## config.mk

```make
export PLATFORM = sky130hd
export DESIGN_NAME = tcm_rammaster
export DESIGN_NICKNAME = d
export VERILOG_FILES = /design/src/rtl/tcm_rammaster.sv
export SDC_FILE = /design/constraint.sdc
export NUM_CORES = 1
export LEC_CHECK = 0
export ABC_AREA = 1
export CORE_ASPECT_RATIO = 1.4
export CORE_MARGIN = 4
export CORE_UTILIZATION = 37
export CTS_CLUSTER_DIAMETER = 30
export DETAILED_ROUTE_END_ITERATION = 10
export GPL_ROUTABILITY_DRIVEN = 0
export HOLD_SLACK_MARGIN = 0.02
export MAX_ROUTING_LAYER = met4
export PLACE_DENSITY = 0.82
export SETUP_SLACK_MARGIN = 0.1
export SLEW_MARGIN = 10
export SYNTH_ARGS = -nofsm -noshare
export SYNTH_HDL_FRONTEND = slang
export SYNTH_SLANG_ARGS = --single-unit
```

## constraint.sdc

```tcl
create_clock -name clk -period 1.69 [get_ports clk]
set_clock_uncertainty 0.2 [all_clocks]
set_input_delay 0.338 -clock clk [delete_from_list [all_inputs] [get_ports clk]]
set_output_delay 0.338 -clock clk [all_outputs]
set_load 0.005 [all_outputs]
```

## src/rtl/tcm_rammaster.sv

```systemverilog
// tcm_rammaster: core-side request stream to TCM RAM-port master, with write parity.
// Optional read parity check and error counter: define TCM_PARITY_CHK_EN.
module tcm_rammaster #(
    parameter int AW  = 13,
    parameter int DW  = 32,
    parameter int PCW = 8
) (
    input  logic                 clk,
    input  logic                 resetn,
    input  logic                 req_valid,
    output logic                 req_ready,
    input  logic                 req_we,
    input  logic [DW/8-1:0]      req_be,
    input  logic [AW-1:0]        req_addr,
    input  logic [DW-1:0]        req_wdata,
    output logic                 rsp_valid,
    output logic [DW-1:0]        rsp_rdata,
    output logic                 rsp_perr,
    output logic [PCW-1:0]       perr_cnt,
    output logic                 ramen,
    output logic                 ramcs,
    output logic [AW-1:0]        ramaddr,
    output logic [DW/8-1:0]      ramwr,
    output logic [DW+DW/8-1:0]   ramwdata,
    input  logic [DW+DW/8-1:0]   ramrdata,
    input  logic                 ramready
);

    localparam int BC = DW / 8;

    typedef enum logic [0:0] {
        IDLE    = 1'b0,
        RD_WAIT = 1'b1
    } state_t;

    state_t          state_q;
    state_t          state_d;
    logic            accept;
    logic            issue;
    logic [DW+BC-1:0] wlanes;
    logic [DW-1:0]   rd_strip;
    logic [DW-1:0]   rdata_q;
    logic [DW-1:0]   rdata_d;

    assign ramen = 1'b1;

    // Pack write bytes with even parity; strip parity from read lanes.
    always_comb begin
        wlanes   = '0;
        rd_strip = '0;
        for (int i = 0; i < BC; i++) begin
            wlanes[9*i+1 +: 8]  = req_wdata[8*i +: 8];
            wlanes[9*i]         = ^req_wdata[8*i +: 8];
            rd_strip[8*i +: 8]  = ramrdata[9*i+1 +: 8];
        end
    end

    // State register.
    always_ff @(posedge clk) begin
        if (!resetn) begin
            state_q <= IDLE;
        end else begin
            state_q <= state_d;
        end
    end

    // Next state: a read accept opens RD_WAIT; completion closes it unless
    // a new read is accepted in the same cycle.
    always_comb begin
        state_d = state_q;
        case (state_q)
            IDLE: begin
                if (accept && !req_we) begin
                    state_d = RD_WAIT;
                end
            end
            RD_WAIT: begin
                if (ramready) begin
                    state_d = (accept && !req_we) ? RD_WAIT : IDLE;
                end
            end
            default: state_d = IDLE;
        endcase
    end

    // Outputs: handshake, combinational RAM-port drive, response strobe.
    always_comb begin
        req_ready = resetn & ramready;
        accept    = req_valid & req_ready;
        issue     = accept & ~(req_we & ~|req_be);
        ramcs     = issue;
        ramaddr   = issue ? req_addr : '0;
        ramwr     = (issue && req_we) ? req_be : '0;
        ramwdata  = (issue && req_we) ? wlanes : '0;
        rsp_valid = resetn & (state_q == RD_WAIT) & ramready;
    end

    // Read data hold value: updated on each response.
    always_comb begin
        rdata_d = rsp_valid ? rd_strip : rdata_q;
    end

    // Read data hold register.
    always_ff @(posedge clk) begin
        if (!resetn) begin
            rdata_q <= '0;
        end else begin
            rdata_q <= rdata_d;
        end
    end

    assign rsp_rdata = rsp_valid ? rd_strip : rdata_q;

`ifdef TCM_PARITY_CHK_EN
    logic           perr_now;
    logic           perr_q;
    logic           perr_d;
    logic [PCW-1:0] cnt_q;
    logic [PCW-1:0] cnt_d;

    // Any lane with odd parity across byte+parity bit is an error.
    always_comb begin
        perr_now = 1'b0;
        for (int i = 0; i < BC; i++) begin
            perr_now = perr_now | (^ramrdata[9*i +: 9]);
        end
    end

    // Hold error flag per response; saturating error count.
    always_comb begin
        perr_d = rsp_valid ? perr_now : perr_q;
        cnt_d  = cnt_q;
        if (rsp_valid && perr_now && !(&cnt_q)) begin
            cnt_d = cnt_q + 1'b1;
        end
    end

    // Parity error state registers.
    always_ff @(posedge clk) begin
        if (!resetn) begin
            perr_q <= 1'b0;
            cnt_q  <= '0;
        end else begin
            perr_q <= perr_d;
            cnt_q  <= cnt_d;
        end
    end

    assign rsp_perr = rsp_valid ? perr_now : perr_q;
    assign perr_cnt = cnt_q;
`else
    logic unused_par;

    assign unused_par = ^ramrdata;
    assign rsp_perr   = 1'b0;
    assign perr_cnt   = '0;
`endif

endmodule

```

==> qor.tcl <==
set qor(outcome) {finished, violations left}
set qor(failed_checks) {setup timing}
set qor(cts.clk_slew.worst_paths_ns) 0.07
set qor(netlist-cell-type-count) 19
set qor(pin_count) 188
set qor(standard_cell_with_the_maximum_stage_delay_on_the_critical_path) {sky130_fd_sc_hd__nor2_2}
set qor(cts_buffers) 5
set qor(num-fill-cells) 308
set qor(grt_first_pass_wirelength_mm) 24.5
set qor(buffer_ports.inserted) 173
set qor(r2r_cells) 11
set qor(synth-seq-cells) 33
set qor(design.die.area_um2) 9310
set qor(layout_setup_ws_ns) -0.537
set qor(period_share) 1.32
set qor(globalRoute.totalOverflow) 0
set qor(cap_violations) 0
set qor(power.leakage_nw) 3.80
set qor(endpoint_kind) {primary output}
set qor(area_of_the_multi_input_gates_um2) 1870
set qor(ys_seq_area_frac) 0.229
set qor(cts.path.max_buffers) 2
set qor(horizontal_extent_of_the_die_um) 82.7
set qor(crit_required_ns) 1.15
set qor(final-max-slew-violation-count) 0
set qor(critical-path-top-cell-by-count) {sky130_fd_sc_hd__buf_6}
set qor(timing.fmax_mhz) 449
set qor(grt.met1_usage) 0.311
set qor(crit_arrival_ns) 1.69
set qor(worstSetupPathType) {primary input to primary output}
set qor(worst_hold_path.num_cells) 3
set qor(post_synthesis_cell_area_um2) 2890
set qor(grt_antenna_before_repair) 1
set qor(clk_root_buffer_cell) {sky130_fd_sc_hd__clkbuf_8}
set qor(layout-drive-gt1-share) 0.543
set qor(hold_viol_final) 0
set qor(grt_start_max_net_pins) 34
set qor(core_region_area_um2) 7500
set qor(grt_util_overall) 0.352
set qor(grt_setup_unrepaired) {yes}
set qor(ff2ff_setup_slack_ns) -0.33
set qor(clock_tree_from_tritoncts) {yes}
set qor(dp.final_hpwl_mm) 8.30
set qor(seqCellArea_um2) 662
set qor(critical_path.max_stage_delay_ns) 0.17
set qor(cp_max_fo) 4
set qor(final-setup-viol-count) 114
set qor(timing.critical_path.cells) {buf_6, inv_4, nand4_1, buf_4, nand3_4, buf_6, buf_6, inv_4, buf_6, buf_6, nand2_2, nor2_2, buf_2}
set qor(drt-vias-per-instance) 5.09
set qor(holdBufCountCts) 0
set qor(netlist_instances) 497
set qor(layout.nets) 952
set qor(crit-reg2reg-launch) {state_q}
set qor(pwr_density_cell_nw_per_um2) 370
set qor(die-height_um) 113
set qor(pre_cts_ws_ns) -1.04
set qor(post-route-min-period_ns) 2.23
set qor(floorplan.rows) 37
set qor(hold_path_start) {ramready}
set qor(worst_setup_path_start_kind) {primary input}
set qor(final_core_util) 0.917
set qor(dr_total_vias) 4895
set qor(htree_levels) 2
set qor(number_of_clock_sinks) 33
set qor(timing.rr.end) {rdata_q[2]}
set qor(grtUsageMet3) 0.0714
set qor(vdd.ir_drop.worst_mv) 0.351
set qor(clock_latency_ns) 0.28
set qor(drc) 0
set qor(number_of_synthesis_warnings) 0
set qor(holdPathEnd) {state_q}
set qor(first_global_vias) 5205
set qor(global_route.usage.met2) 0.649
set qor(avgRoutedWirePerCell_um) 19.6
set qor(totalWireLength_mm) 18.8
set qor(synthesis.area_per_instance_um2) 5.82
set qor(first_pass_iters) 7
set qor(worst_hold_path_type) {primary input to flop}
set qor(area_growth_from_synthesis_to_final_layout_pct) 138
set qor(grt.busiest_layer) {met2}
set qor(initial_detailed_routing_violation_count) 309
set qor(setup_total_negative_slack_ns) -33.23
set qor(ant_nets) 0
set qor(initial_core_util) 0.385
==> sequential cells by signal (all words and copies together) (netlist names) <==
register,count
rdata_q,32
state_q,1
==> how the worst max path moves through the flow <==
stage	to	slack, ns	startpoint
2_1_floorplan	ramaddr[10]	0.13	req_be[2]
3_3_place_gp	rsp_rdata[8]	-0.99	resetn
3_5_place_dp	rsp_rdata[6]	-1.04	resetn
4_1_cts	rsp_rdata[8]	-0.42	state_q
5_1_grt	rsp_rdata[24]	-0.59	state_q
6_report	ramwdata[27]	-0.54	req_be[0]
==> cells in the mapped netlist, drive strengths merged <==
cell / instances / share of area
nand3: 1 / 0.0061
nand4: 1 / 0.0022
conb: 2 / 0.0026
nor2: 75 / 0.10
inv: 161 / 0.21
buf: 27 / 0.073
dfxtp: 33 / 0.23
a21oi: 33 / 0.057
o21ai: 1 / 0.0030
nand2: 126 / 0.16
or2: 1 / 0.0022
xnor2: 4 / 0.012
a211oi: 32 / 0.14
==> through the flow <==
stage,total power [W],std cells,cell area (um2),hold WS (ns)
after detailed placement,0.00155,862,5440,0.400
after global routing,0.00265,961,6880,0.171
after global placement,0.00153,862,5440,0.389
final,0.00255,961,6880,0.163
after CTS,0.00240,952,6550,0.156
after floorplan,0.00107,505,2920,0.294
==> critical path: cells and delay by family <==
| kind | cells | cell delay [ns] |
|---|---|---|
| and+or+nand+nor | 4 | 0.44 |
| buffers and inverters | 9 | 0.91 |
==> where the power goes <==
group,internal (W),switching (W),total (W)
Clock,0.000481,0.000309,0.000791
Combinational,0.000499,0.000469,0.000968
Sequential,0.000786,0.00000326,0.000789
==> cell usage in the layout (no fill, tap or decap), drive strengths merged <==
cell / netlist / final
a211oi: 32 / 32
a21oi: 33 / 33
buf: 27 / 294
bufinv: 0 / 1
clkbuf: 0 / 8
clkdlybuf4s50: 0 / 48
clkinv: 0 / 1
conb: 2 / 10
dfxtp: 33 / 33
diode: 0 / 1
dlygate4sd2: 0 / 26
dlymetal6s2s: 0 / 6
inv: 161 / 162
nand2: 126 / 126
nand3: 1 / 1
nand4: 1 / 1
nor2: 75 / 75
o21ai: 1 / 1
or2: 1 / 1
xnor2: 4 / 4
==> routing by layer <==
| layer | part of all wire | vias to the layer above | routed length (um) |
|---|---|---|---|
| met2 | 0.53 | 377 | 9870 |
| met5 | 0 | - | 0 |
| met4 | 0.082 | 0 | 1530 |
| li1 | - | 2133 | - |
| met1 | 0.31 | 2240 | 5860 |
| met3 | 0.082 | 145 | 1530 |
==> logic make-up after synthesis <==
family	count (synthesis)	share of synthesized area
simple gates	204	0.277
buf+inv	188	0.282
compound gates	66	0.197
flops	33	0.229
xor+xnor	4	0.0121
other cells	2	0.00260
==> final cells by class <==
cell class              count  area share
repair buffers            375       0.503
inverters                 161      0.0904
clock inverters             1     0.00437
clock buffers               7      0.0126
flip-flops and latches     33      0.0963
well taps                  97      0.0176
diodes                      1    0.000364
repair inverters            2     0.00400
multi-input cells         284       0.271
==> what timing repair did <==
action / in CTS / in global routing
cloned: 13 / 0
pin swaps: 41 / 28
buffers inserted: 70 / 22
gates resized for setup: 572 / 114
endpoints found under the setup margin: 120 / 117
(Power assumes the default switching activity.)
